==> src/rtl/status_unit.sv <==
// Processor status (P) register, branch evaluation and IRQ/NMI condition logic for the hmc-6502 core.
// Optional macro STATUS_DECIMAL_EN enables a writable D flag; without it the core is binary-only.
module status_unit (
    input  logic       clk,
    input  logic       reset,
    input  logic       alu_zero,
    input  logic       alu_negative,
    input  logic       alu_overflow,
    input  logic       alu_c_out,
    input  logic       upd_nz,
    input  logic       upd_c,
    input  logic       upd_v,
    input  logic [2:0] flag_op,
    input  logic       p_load,
    input  logic [7:0] p_in,
    input  logic       push_brk,
    output logic [7:0] p_out,
    output logic       c_flag,
    output logic       d_flag,
    output logic       i_flag,
    input  logic [2:0] br_sel,
    output logic       br_taken,
    input  logic       irq_b,
    input  logic       nmi_b,
    input  logic       nmi_ack,
    output logic       irq_pending,
    output logic       nmi_pending
);

    localparam logic [2:0] FOP_CLC = 3'd1;
    localparam logic [2:0] FOP_SEC = 3'd2;
    localparam logic [2:0] FOP_CLI = 3'd3;
    localparam logic [2:0] FOP_SEI = 3'd4;
    localparam logic [2:0] FOP_CLD = 3'd5;
    localparam logic [2:0] FOP_SED = 3'd6;
    localparam logic [2:0] FOP_CLV = 3'd7;

    logic r_n, r_v, r_d, r_i, r_z, r_c;
    logic r_i_dly;
    logic r_irq_s1, r_irq_s2;
    logic r_nmi_s1, r_nmi_s2, r_nmi_s3;
    logic r_nmi_pending;

    logic w_n_nxt, w_v_nxt, w_d_nxt, w_i_nxt, w_z_nxt, w_c_nxt;
    logic w_nmi_fall;
    logic w_unused_bits;

`ifdef STATUS_DECIMAL_EN
    assign w_unused_bits = ^{p_in[5:4]};
`else
    assign w_unused_bits = ^{p_in[5:3]};
`endif

    // Next-state flags: p_load dominates, otherwise ALU enables with flag_op taking the last word
    always_comb begin
        w_n_nxt = r_n;
        w_v_nxt = r_v;
        w_d_nxt = r_d;
        w_i_nxt = r_i;
        w_z_nxt = r_z;
        w_c_nxt = r_c;
        if (p_load) begin
            w_n_nxt = p_in[7];
            w_v_nxt = p_in[6];
            w_d_nxt = p_in[3];
            w_i_nxt = p_in[2];
            w_z_nxt = p_in[1];
            w_c_nxt = p_in[0];
        end else begin
            if (upd_nz) begin
                w_n_nxt = alu_negative;
                w_z_nxt = alu_zero;
            end else begin
                w_n_nxt = r_n;
                w_z_nxt = r_z;
            end
            if (upd_c) begin
                w_c_nxt = alu_c_out;
            end else begin
                w_c_nxt = r_c;
            end
            if (upd_v) begin
                w_v_nxt = alu_overflow;
            end else begin
                w_v_nxt = r_v;
            end
            case (flag_op)
                FOP_CLC: w_c_nxt = 1'b0;
                FOP_SEC: w_c_nxt = 1'b1;
                FOP_CLI: w_i_nxt = 1'b0;
                FOP_SEI: w_i_nxt = 1'b1;
                FOP_CLD: w_d_nxt = 1'b0;
                FOP_SED: w_d_nxt = 1'b1;
                FOP_CLV: w_v_nxt = 1'b0;
                default: w_d_nxt = w_d_nxt;
            endcase
        end
`ifndef STATUS_DECIMAL_EN
        w_d_nxt = 1'b0;
`endif
    end

    // Stored flag register plus the one-cycle-late copy of I used for IRQ masking
    always_ff @(posedge clk or posedge reset) begin
        if (reset) begin
            r_n     <= 1'b0;
            r_v     <= 1'b0;
            r_d     <= 1'b0;
            r_i     <= 1'b1;
            r_z     <= 1'b0;
            r_c     <= 1'b0;
            r_i_dly <= 1'b1;
        end else begin
            r_n     <= w_n_nxt;
            r_v     <= w_v_nxt;
            r_d     <= w_d_nxt;
            r_i     <= w_i_nxt;
            r_z     <= w_z_nxt;
            r_c     <= w_c_nxt;
            r_i_dly <= r_i;
        end
    end

    // Two-flop synchronisers; r_nmi_s3 keeps the previous synchronised NMI level for edge detect
    always_ff @(posedge clk or posedge reset) begin
        if (reset) begin
            r_irq_s1 <= 1'b1;
            r_irq_s2 <= 1'b1;
            r_nmi_s1 <= 1'b1;
            r_nmi_s2 <= 1'b1;
            r_nmi_s3 <= 1'b1;
        end else begin
            r_irq_s1 <= irq_b;
            r_irq_s2 <= r_irq_s1;
            r_nmi_s1 <= nmi_b;
            r_nmi_s2 <= r_nmi_s1;
            r_nmi_s3 <= r_nmi_s2;
        end
    end

    assign w_nmi_fall = r_nmi_s3 & ~r_nmi_s2;

    // A fresh falling edge outranks an acknowledge arriving in the same cycle
    always_ff @(posedge clk or posedge reset) begin
        if (reset) begin
            r_nmi_pending <= 1'b0;
        end else if (w_nmi_fall) begin
            r_nmi_pending <= 1'b1;
        end else if (nmi_ack) begin
            r_nmi_pending <= 1'b0;
        end else begin
            r_nmi_pending <= r_nmi_pending;
        end
    end

    // Branch condition: br_sel[2:1] picks the flag, br_sel[0] the polarity that takes the branch
    always_comb begin
        br_taken = 1'b0;
        case (br_sel)
            3'd0:    br_taken = ~r_n;
            3'd1:    br_taken = r_n;
            3'd2:    br_taken = ~r_v;
            3'd3:    br_taken = r_v;
            3'd4:    br_taken = ~r_c;
            3'd5:    br_taken = r_c;
            3'd6:    br_taken = ~r_z;
            3'd7:    br_taken = r_z;
            default: br_taken = 1'b0;
        endcase
    end

    assign p_out       = {r_n, r_v, 1'b1, push_brk, r_d, r_i, r_z, r_c};
    assign c_flag      = r_c;
    assign d_flag      = r_d;
    assign i_flag      = r_i;
    assign irq_pending = ~r_irq_s2 & ~r_i_dly;
    assign nmi_pending = r_nmi_pending;

endmodule
==> config.mk <==
export PLATFORM = sky130hd
export DESIGN_NAME = status_unit
export DESIGN_NICKNAME = d
export VERILOG_FILES = /design/src/rtl/status_unit.sv
export SDC_FILE = /design/constraint.sdc
export NUM_CORES = 1
export LEC_CHECK = 0
export CORE_UTILIZATION = 31
export CTS_BUF_LIST = sky130_fd_sc_hd__clkbuf_2 sky130_fd_sc_hd__clkbuf_4 sky130_fd_sc_hd__clkbuf_8
export CTS_CLUSTER_DIAMETER = 100
export DETAILED_ROUTE_END_ITERATION = 16
export GPL_TIMING_DRIVEN = 0
export PLACE_DENSITY = 0.76
export RECOVER_POWER = 25
export SETUP_SLACK_MARGIN = 0.4
export SLEW_MARGIN = 10
export SYNTH_ARGS = -nofsm -noshare
export SYNTH_HDL_FRONTEND = slang
export SYNTH_SLANG_ARGS = --single-unit
export TNS_END_PERCENT = 20
==> constraint.sdc <==
create_clock -name clk -period 1.3 [get_ports clk]
set_input_delay 0.325 -clock clk [delete_from_list [all_inputs] [get_ports clk]]
set_output_delay 0.325 -clock clk [all_outputs]
set_load 0.05 [all_outputs]
== Word level (Yosys, flattened, before mapping) ==
Cells that the tools add are included.

* Register bits after elaboration: 12
* Bits of input ports: 28
* Output and inout bits: 14
* Logic and storage cells: 54

* Equal/unequal tests: 12
* Muxes and demuxes: 15
* Bitwise logic cells: 9
* Reduce and logical (&&, ||, !) cells: 6

{| class="wikitable"
|+ Operator list
! cell !! count
|-
| equality test 3 bit (second input constant) || 6
|-
| equality test 3 x 2 -> 1 bit (second input constant) || 4
|-
| two-way mux 1 bit || 12
|-
| one-hot mux 1 bit (8 select lines) || 1
|-
| inverter 1 bit || 7
|-
| equality test 3 x 1 -> 1 bit (second input constant) || 2
|-
| nonzero test 3 bit || 2
|-
| one-hot mux 1 bit (2 select lines) || 2
|-
| nonzero test 2 bit || 2
|-
| nonzero test 4 bit || 1
|-
| logical NOT 3 bit || 1
|-
| bitwise AND 1 bit || 2
|}

== Depth between registers and ports, before layout ==
* Word-level depth: 3
* Gate-level depth with buffers: 4
* Depth with buffers taken out: 3

== Worst setup path after synthesis ==
Ideal clock, no wire load.

* Path type: flip-flop to output port
* Start: register r_c (netlist: c_flag)
* End: output port br_taken
* Arrival: 1.917 ns
* Data required time: 0.975 ns
* Path slack: -0.942 ns
* Stages on the path, launching flop included: 3
* Path buffers: 0
* Cells stage by stage: dfrtp_1 -> mux4_2 -> xnor2_1

* Cells in the longest elaborated chain, start to end: 2

{| class="wikitable"
|+ Ends and longest elaborated chain
! what !! RTL line !! text
|-
| from (decl) || 38 || <nowiki>logic r_n, r_v, r_d, r_i, r_z, r_c;</nowiki>
|-
| from (signal assigned) || 119 || <nowiki>r_c <= w_c_nxt;</nowiki>
|-
| inverter 1 bit || 164 || <nowiki>3'd4: br_taken = ~r_c;</nowiki>
|-
| one-hot mux 1 bit (8 select lines) * || 159 || <nowiki>case (br_sel)</nowiki>
|-
| to (decl) || 22 || <nowiki>output logic br_taken,</nowiki>
|}

Every way passes the cells marked *; elsewhere a longest branch is shown, timed or not.

== Worst setup path in the final report ==
* Start: register r_v
* End: output port br_taken

* Cells in the longest elaborated chain, start to end: 2

{| class="wikitable"
|+ Ends and longest elaborated chain
! what !! RTL line !! text
|-
| from (decl) || 38 ||
|-
| from (signal assigned) || 115 || <nowiki>r_v <= w_v_nxt;</nowiki>
|-
| inverter 1 bit || 162 || <nowiki>3'd2: br_taken = ~r_v;</nowiki>
|-
| one-hot mux 1 bit (8 select lines) * || 159 ||
|}

Marked as above.

==> reports/metrics.csv <==
stage;metric;value;unit
worst_setup_path;reg2reg_slack;190;ps
place;hpwl;990;um
timing;setup_violations;7;
clocking;hold_buffers;0;
yosys;ys_ff_latch;12;
die;die_w;45.5;um
global_routing;met1_usage;17.2;%
clocking;ctsLongestPathBuffers;2;
timing;rsz0062_at_grt;true;
global_routing;grt_pass1_vias;481;
clocking;clk_pin_slew;70;ps
yosys;synth-simple-area-share;5.54;%
die;die_h;45.5;um
clocking;cts_tree;done;
finish;regArea;310;um2
clocking;h-tree-depth;1;
yosys;synth_top_area_cell;dfstp_2;
finish;final_nets;125;
finish;syn_to_final_growth;87.6;%
yosys;syn_area;587;um2
place;port_buffers;34;
worst_setup_path;required;980;ps
routing;wl_per_cell;11.3;um
routing;drc;0;
worst_setup_path;startpoint_type;register;
die;core;1750;um2
worst_setup_path;slowest_stage;mux4_2;
yosys;synth_fa_ha_area_share;0;%
yosys;synth.area.top_cells;dfstp_2 31%, dfrtp_1 21%, buf_4 12%;
yosys;synth_edf_count;0;
yosys;synthArstFlopShare;100;%
finish;fillers;145;
pwr;p_comb_share;38.4;%
pwr;p_seq_share;37.1;%
pwr;switching_power;0.000375;W
routing;drtIter0Drc;7;
pwr;p_sw_share;31.9;%
global_routing;gr-usage-all-layers;15.0;%
place;gp_congestion;0.742;
finish;drive_gt1_share;42.7;%
pwr;p_int;0.000799;W
pwr;p_leak;0.507;nW
global_routing;grt_max_degree;13;
yosys;synth-seq-area-share;52.7;%
yosys;synth-xor-area-share;2.99;%
routing;ant_nets;0;
flow_run;maxCapViolations;0;
run_status;status;complete, but fails checks;
worst_setup_path;cp.arrival;1540;ps
yosys;synth_compound_area_share;13.2;%
die;ios;42;
die;num_rows;15;
worst_setup_path;timing.rr.start;i_flag;
clocking;clock_latency;270;ps
worst_setup_path;path_max_fanout;3;
global_routing;grt_util_met2;25.7;%
worst_setup_path;reg2reg_to;i_flag;
routing;dr.pass1.iters;3;
worst_setup_path;worst-path-buf-inv;1;
yosys;synth_top_family_by_area;buffers and inverters;
timing;fin_ws;-562;ps
routing;viasPerCell;4.26;
finish;stdcell_area;1100;um2
yosys;synth.yosys.warnings;0;
worst_setup_path;critPathKind;register to primary output;
global_routing;antenna_found_initial;0;
timing;fmax;537;MHz
yosys;synth_mux_area_share;8.96;%
worst_hold_path;min_path_type;input port to asynchronous set/reset pin;
timing;fin_crit;1860;ps
clocking;numClockSinks;12;
finish;diodes;0;
yosys;syn_avg_cell_area;10.9;um2
timing;fin_skew;0.834;ps
timing;fin_crit_sh;143;%
die;initial_core_util;33.6;%
yosys;synth_cell_type_count;20;
yosys;synth_top_area_share;31.3;%
die;die_area;2070;um2
global_routing;busiest_layer;met2;
clocking;cts-root-buf;clkbuf_4;
global_routing;overflow;0;
place;detailedPlace.worstSlack;-1380;ps
timing;hold_slack;345;ps
worst_setup_path;path_cells;mux4_2 -> xnor2_4 -> buf_6;
timing;slew_viol_final;0;
worst_setup_path;reg2reg_depth;4;
worst_setup_path;worst_path_dominant_cell_family;multiplexers;
pwr;vdd_drop_max;454;uV
clocking;cts_buffers;3;
timing;finalHoldViolCount;0;
routing;vias;516;
global_routing;grt_first_pass_wirelength;2.13;mm
worst_setup_path;critPathCaptureType;primary output;
place;placed_cell_area;982;um2
yosys;synthFlopType;dfstp_2;
yosys;synthTopCellsByCount;9 x buf_4, 7 x dfstp_2, 5 x dfrtp_1, 5 x inv_1, 4 x o21ai_0;
worst_setup_path;cp_slowest_stage_delay;530;ps
pwr;clock_power_share;24.6;%
routing;wl;1.37;mm
yosys;syn_inst;54;
pwr;power_density;1070;nW/um2
finish;multi_input_area;229;um2
global_routing;met3_usage;2.78;%
run_status;violations;setup timing;
yosys;yosysMostFrequentCell;buf_4;
==> logic make-up (layout without fill, tap and decap cells) <==
| group | Yosys count | after routing |
|---|---|---|
| and+or+nand+nor | 7 | 7 |
| other | 2 | 3 |
| AOI/OAI and AO/OA | 12 | 12 |
| DFF | 12 | 12 |
| muxes | 4 | 4 |
| buffers and inverters | 15 | 56 |
| xor gates and xnor gates | 2 | 2 |
==> power by group through the flow <==
stage | Sequential, W | Combinational [W] | Clock (W)
6_report | 0.000435 | 0.000451 | 0.000288
4_1_cts | 0.000435 | 0.000441 | 0.000299
3_3_place_gp | 0.000439 | 0.000404 | 0
3_5_place_dp | 0.000441 | 0.000408 | 0
2_1_floorplan | 0.000469 | 0.000219 | 0
5_1_grt | 0.000439 | 0.000474 | 0.000311
==> timing repair <==
| action | 4_1_cts | 5_1_grt |
|---|---|---|
| setup endpoints to repair | 16 | 14 |
| setup buffers | 2 | 1 |
| gates cloned | 0 | 0 |
| resized for setup | 64 | 8 |
| pin swaps | 4 | 4 |
==> metrics by stage <==
stage | instances | utilization [%] | total power, W | TNS, ps
finish | 121 | 63.1 | 0.00117 | -1090
global route | 121 | 63.1 | 0.00122 | -1410
CTS | 120 | 62.0 | 0.00118 | -1390
detailed placement | 114 | 56.3 | 0.000849 | -5070
global placement | 114 | 56.3 | 0.000843 | -4820
floorplan | 55 | - | 0.000688 | -485
==> worst register-to-register path, delay by kind of cell, from the launching register on <==
kind | cells | cell delay, ps
flops | 1 | 580
buf+inv | 1 | 120
compound gates | 3 | 340
==> worst max path at each step <==
stage | start | end | slack, ps | cells after the start
global route | r_v | br_taken | -610 | 3
global placement | br_sel[2] | br_taken | -1370 | 4
detailed placement | br_sel[2] | br_taken | -1380 | 4
finish | r_v | br_taken | -560 | 3
floorplan | c_flag | br_taken | -460 | 2
CTS | c_flag | br_taken | -570 | 3
==> cell usage in the layout, fill, tap and decap left out, types with 3 or more instances in the layout <==
master / n
clkbuf_4: 3
clkdlybuf4s50_1: 13
dlygate4sd2_1: 9
conb_1: 3
buf_4: 9
buf_8: 5
inv_1: 5
dfrtp_1: 4
buf_6: 7
mux2i_1: 3
dfstp_2: 7
nand2_1: 3
==> area by class of cell <==
cell class                      instances  share of cell area, %
Buffer                                 10                   8.41
Sequential cell                        12                   28.2
Timing Repair Buffer                   37                   34.8
Clock buffer                            4                   3.30
Tap cell                               25                   2.84
Multi-Input combinational cell         28                   20.8
Inverter                                5                   1.70
==> sequential cells by signal, summed over array words and instances, names as in the netlist <==
signal       flops
r_irq_s1         1
i_flag           1
r_nmi_s1         1
r_z              1
r_nmi_s3         1
nmi_pending      1
r_v              1
r_nmi_s2         1
r_irq_s2         1
r_n              1
r_i_dly          1
c_flag           1
==> per-layer routing <==
| layer | wire length, um | vias to the layer above |
|---|---|---|
| li1 | - | 254 |
| met1 | 564 | 232 |
| met2 | 687 | 28 |
| met3 | 108 | 2 |
| met4 | 12 | 0 |
| met5 | 0 | - |
No activity file was read; power rests on OpenSTA's default activity.
==> RTL edit 1 (same settings) <==
Reset style: synchronous (`reset`), changed in 3 clocked blocks.
--- a/src/rtl/status_unit.sv
+++ b/src/rtl/status_unit.sv
@@ -102,5 +102,5 @@
 
     // Stored flag register plus the one-cycle-late copy of I used for IRQ masking
-    always_ff @(posedge clk or posedge reset) begin
+    always_ff @(posedge clk) begin
         if (reset) begin
             r_n     <= 1'b0;
@@ -123,5 +123,5 @@
 
     // Two-flop synchronisers; r_nmi_s3 keeps the previous synchronised NMI level for edge detect
-    always_ff @(posedge clk or posedge reset) begin
+    always_ff @(posedge clk) begin
         if (reset) begin
             r_irq_s1 <= 1'b1;
@@ -142,5 +142,5 @@
 
     // A fresh falling edge outranks an acknowledge arriving in the same cycle
-    always_ff @(posedge clk or posedge reset) begin
+    always_ff @(posedge clk) begin
         if (reset) begin
             r_nmi_pending <= 1'b0;
Check against the original RTL: differs if reset is asserted again (counterexample within 4 cycles, from zero or initial values and one cycle with reset high); with reset held inactive, the same outputs for 10 cycles.
==> RTL edit 1 against the unedited design <==
  * The run still ends with negative setup slack left
  * Critical path depth unchanged
  * Power decreased by 8.7%
  * Highest routed layer unchanged
  * Area after synthesis decreased by 0.21%
  * Synthesized cell count increased by 13%
  * Cell area increased by 1.6%
  * Critical path type unchanged
  * Worst setup slack improved by 0.077 ns
  * Routed wire length increased by 4.7%
  * Hold slack improved by 0.055 ns
  * Sequential cell count unchanged
==> RTL edit 1: results (changes against the unedited design) <==
- The arrival time of the worst setup path was 1.46 ns (was 1.54 ns).
- The share of cells above drive strength 1 is 0.471 (was 0.427).
- The number of gates given a new drive strength after cts came to 90 (was 64).
* Outcome: finished with violations (unchanged)
- Flip-flop cell with the highest count after synthesis: sky130_fd_sc_hd__dfxtp_1 (was sky130_fd_sc_hd__dfstp_2)
- Post-route setup TNS: -0.580 ns (was -1.09 ns)
- Most common library cells after synthesis: 12 x sky130_fd_sc_hd__dfxtp_1, 9 x sky130_fd_sc_hd__buf_4, 6 x sky130_fd_sc_hd__or2_2 (was 9 x sky130_fd_sc_hd__buf_4, 7 x sky130_fd_sc_hd__dfstp_2, 5 x sky130_fd_sc_hd__dfrtp_1, 5 x sky130_fd_sc_hd__inv_1, 4 x sky130_fd_sc_hd__o21ai_0).
- The total number of vias came to 549 (was 516).
- Share of the yosys chip area belonging to registers: 0.410 (was 0.527)
* Final routed wirelength across all metal layers: 1440 um (was 1370 um)
- The leakage power is 0.494 nW (was 0.507 nW).
* Count of TritonRoute iterations in the first routing pass: 4 (was 3)
* Fraction of synthesized area in multiplexers: 0.128 (was 0.0896)
- The total placed cells including tap cells came to 120 (was 114).
* # port buffers: 33 (was 34)
- The path category of the worst min-delay check is in2reg (was in2async).
- The setup-violating endpoint count in the final report was 2 (was 7).
* Drt first-iter violations: 6 (was 7)
* Gate count of the mapped netlist: 61 (was 54)
* Number of distinct library cells after synthesis: 24 (was 20)
* Worst setup skew after layout: 0.000447 ns (was 0.000834 ns)
- Final-layout fill cell count: 153 (was 145)
* GRT Overall Usage: 0.149 (was 0.150)
- Proportion of register bits with asynchronous set or reset after synthesis: 0 (was 1.00)
- The minimum setup slack among reg-to-reg paths came to 0.31 ns (was 0.19 ns).
- Synth top area cells: sky130_fd_sc_hd__dfxtp_1 41%, sky130_fd_sc_hd__buf_4 12%, sky130_fd_sc_hd__or2_2 6.4% (was sky130_fd_sc_hd__dfstp_2 31%, sky130_fd_sc_hd__dfrtp_1 21%, sky130_fd_sc_hd__buf_4 12%)
- Global-route wire length before repair: 2080 um (was 2130 um)
* Maximum VDD drop: 495 uV (was 454 uV)
- Xor/xnor cell area share of the yosys netlist: 0.0299 (about the same)
- The worst flop-to-flop path endpoint is c_flag$_SDFFE_PP0P_ (was i_flag$_DFFE_PP1P_).
- The count of nets after finishing was 131 (was 125).
- The post-layout worst setup margin is -0.485 ns (was -0.562 ns).
- Vias in the first global route: 510 (was 481)
- Max Fanout on Critical Path: 2 (was 3)
* Compound-Gate Fraction of Synth Area: 0.128 (was 0.132)
- Violations in the final reports: negative setup slack (unchanged)
- Clock Latency Late Sink: 0.26 ns
* Cts bufs inserted: 3 (unchanged)
- Maximum number of pins on one net before global-route repair: 11 (was 13)
* Count of buffers added by post-CTS timing repair for setup: 1 (was 2)
- Post-DR wirelength/cell: 11.3 um (about the same)
-- RTL edit 1: cell types whose count changed in the layout (fill, tap and decap cells not counted), sizes merged, moves of 4 or more --
cell	delta
dfstp	-7
or2	+6
clkdlybuf4s50	-5
buf	+4
dfxtp	+12
dfrtp	-5
-- RTL edit 1: layout make-up --
cell class,count,share of cell area
plain buffers,11,0.0884
clock buffers,4,0.0324
inverters,2,0.00671
multi-input cells,37,0.264
flip-flops and latches,12,0.226
well taps,25,0.0280
repair buffers,36,0.355
-- RTL edit 1: through the flow --
stage	power [mW]	utilization	hold slack, ns	cell area, um2	setup WS (ns)
6_report	1.07	0.641	0.401	1120	-0.485
2_1_floorplan	0.616	-	0.389	623	-0.337
3_5_place_dp	0.749	0.564	0.404	985	-1.40
4_1_cts	1.06	0.619	0.396	1080	-0.512
5_1_grt	1.13	0.641	0.393	1120	-0.545
3_3_place_gp	0.742	0.564	0.393	985	-1.38
-- RTL edit 1: per-layer routing --
metal / global-route usage / share of wire / vias to the layer above
li1: - / - / 276
met4: 0.0909 / 0.012 / 0
met1: 0.138 / 0.38 / 239
met2: 0.271 / 0.52 / 32
met5: 0 / 0 / -
met3: 0.0556 / 0.087 / 2
-- RTL edit 1: power breakdown --
part	switching, mW	internal [mW]	leakage [nW]	total [mW]
logic	0.183	0.198	0.372	0.381
registers	0.0150	0.389	0.101	0.404
clock network	0.116	0.170	0.0210	0.286
-- RTL edit 1: worst max-delay path: stages, from the launching register on --
cell and delay, ns:
sky130_fd_sc_hd__dfxtp_4 0.35, sky130_fd_sc_hd__mux4_2 0.52, sky130_fd_sc_hd__xnor2_4 0.15, sky130_fd_sc_hd__buf_6 0.17
==> RTL edit 2 (same settings) <==
Made on the original files. Add a define of `STATUS_DECIMAL_EN`.
--- a/src/rtl/status_unit.sv
+++ b/src/rtl/status_unit.sv
@@ -1,4 +1,6 @@
 // Processor status (P) register, branch evaluation and IRQ/NMI condition logic for the hmc-6502 core.
 // Optional macro STATUS_DECIMAL_EN enables a writable D flag; without it the core is binary-only.
+`define STATUS_DECIMAL_EN
+
 module status_unit (
     input  logic       clk,
Check against the original RTL: not equivalent (Yosys sat finds a counterexample within 4 cycles, from zero or initial values and one cycle with reset high).
==> RTL edit 2 against the unedited design <==
  * The flow still finishes with violations (negative setup slack)
  * Area after synthesis up 4.1%
  * Non-clock buffer count unchanged
  * Synthesized cell count up 1.9%
  * Cell count rose by 0.83%
  * Cell area grew 2.8%
  * Register-to-register slack got worse by 0.04 ns
  * Die area rose by 3.9%
  * Sequential cell count is 1 higher
  * Routed wire length fell by 1.0%
  * Worst setup slack got worse by 0.0030 ns
  * Power increased by 1.9%
  * Largest power group is now sequential cells
==> RTL edit 2: results (changes against the unedited design) <==
* Clock distribution area overhead in the final layout: 0.0265 (was 0.0330)
- GR met1 Demand/Resource: 0.151 (was 0.172)
- The post-place instance area is 0.00104 mm2 (was 982 um2).
- The number of ordinary inverters in the final layout came to 3 (was 5).
- GRT Overall Usage: 0.145 (was 0.150)
* Via total after detailed routing: 536 (was 516)
* Sum of routed wire segments on met1: 505 um (was 564 um)
- #FFs+latches synth: 13 (was 12)
- Synth top area cells: sky130_fd_sc_hd__dfstp_2 30%, sky130_fd_sc_hd__dfrtp_1 25%, sky130_fd_sc_hd__buf_4 9.8% (was sky130_fd_sc_hd__dfstp_2 31%, sky130_fd_sc_hd__dfrtp_1 21%, sky130_fd_sc_hd__buf_4 12%).
* Count of TritonRoute iterations in the first routing pass: 4 (was 3)
- Placement-stage worst setup slack: -1.37 ns (was -1.38 ns)
- The sequential-to-total area share from yosys stat came to 0.547 (was 0.527).
- Maximum number of pins on one net before global-route repair: 14 (was 13)
* Worst Setup Slack, final: -0.565 ns (was -0.562 ns)
* Post-route setup TNS: -1.00 ns (was -1.09 ns)
* Net Switching: 391 uW (was 375 uW)
- The count of input and output buffers came to 37 (was 34).
- The sequential power share was 0.393 (was 0.371).
* Most common library cells after synthesis: 8 x sky130_fd_sc_hd__buf_4, 7 x sky130_fd_sc_hd__dfstp_2, 6 x sky130_fd_sc_hd__dfrtp_1 (was 9 x sky130_fd_sc_hd__buf_4, 7 x sky130_fd_sc_hd__dfstp_2, 5 x sky130_fd_sc_hd__dfrtp_1, 5 x sky130_fd_sc_hd__inv_1, 4 x sky130_fd_sc_hd__o21ai_0)
- The leakage power came to 0.521 nW (was 0.507 nW).
- The total placed cells including tap cells is 117 (was 114).
- The worst setup path startpoint was c_flag$_DFFE_PP0P_ (was r_v$_DFFE_PP0P_).
* Cell count of the worst reg-to-reg path: 3 (was 4)
- The global-route wire length before repair came to 2060 um (was 2130 um).
* Layout-stage area growth over the synthesis result: 85.5% (was 87.6%)
- Outcome: finished with violations (unchanged).
- The worst clock skew on the final layout is 0.000357 ns (was 0.000834 ns).
* Vias in the first global route: 479 (was 481)
* Multi-Input Combinational: 30 (was 28)
- Final routed wirelength across all metal layers: 1360 um (was 1370 um)
- Worst reg2reg setup slack: 0.15 ns (was 0.19 ns)
- The DRC violation total after the first TritonRoute iteration came to 3 (was 7).
* Length of routed met3 wiring: 193 um (was 108 um)
* Met2 WL post-DR: 633 um (was 687 um)
* Violations in the final reports: negative setup slack (unchanged)
- The critical-path maximum fanout is 4 (was 3).
* DP Wirelength: 983 um (was 990 um)
- Multi-input gate share of total cell area: 0.218 (was 0.208)
* Final-layout fill cell count: 150 (was 145)
* Share of cell area taken by flip-flops and latches: 0.296 (was 0.282)
- The met3 routing resource usage after global routing came to 0.0824 (was 0.0278).
* Worst slack on hold paths: 0.357 ns (was 0.345 ns)
- The share of cells above drive strength 1 is 0.412 (was 0.427).
* Final Setup Violations: 5 (was 7)
* Comb pwr share: 0.386 (was 0.384)
-- RTL edit 2: cell types whose count changed in the layout (fill, tap and decap cells not counted), sizes merged, moves of 2 or more --
cell	unedited run	this run
nand2	3	5
conb	3	1
nor2	2	4
o31ai	0	2
inv	5	3
-- RTL edit 2: logic make-up after synthesis --
kind of cell | synth area share
compound gates | 0.129
buf+inv | 0.123
simple gates | 0.0758
xor+xnor | 0.0143
mux | 0.105
flops | 0.547
other cells | 0.00614
-- RTL edit 2: worst max-delay path by stage --
| stage | slack [ns] | end |
|---|---|---|
| 6_report | -0.57 | br_taken |
| 5_1_grt | -0.61 | br_taken |
| 4_1_cts | -0.58 | br_taken |
| 3_5_place_dp | -1.37 | br_taken |
| 3_3_place_gp | -1.37 | br_taken |
| 2_1_floorplan | -0.47 | br_taken |
-- RTL edit 2: what timing repair did --
action,in CTS,in global routing
pin swaps,3,3
buffers inserted,1,0
setup endpoints to repair,19,16
resized for setup,68,12
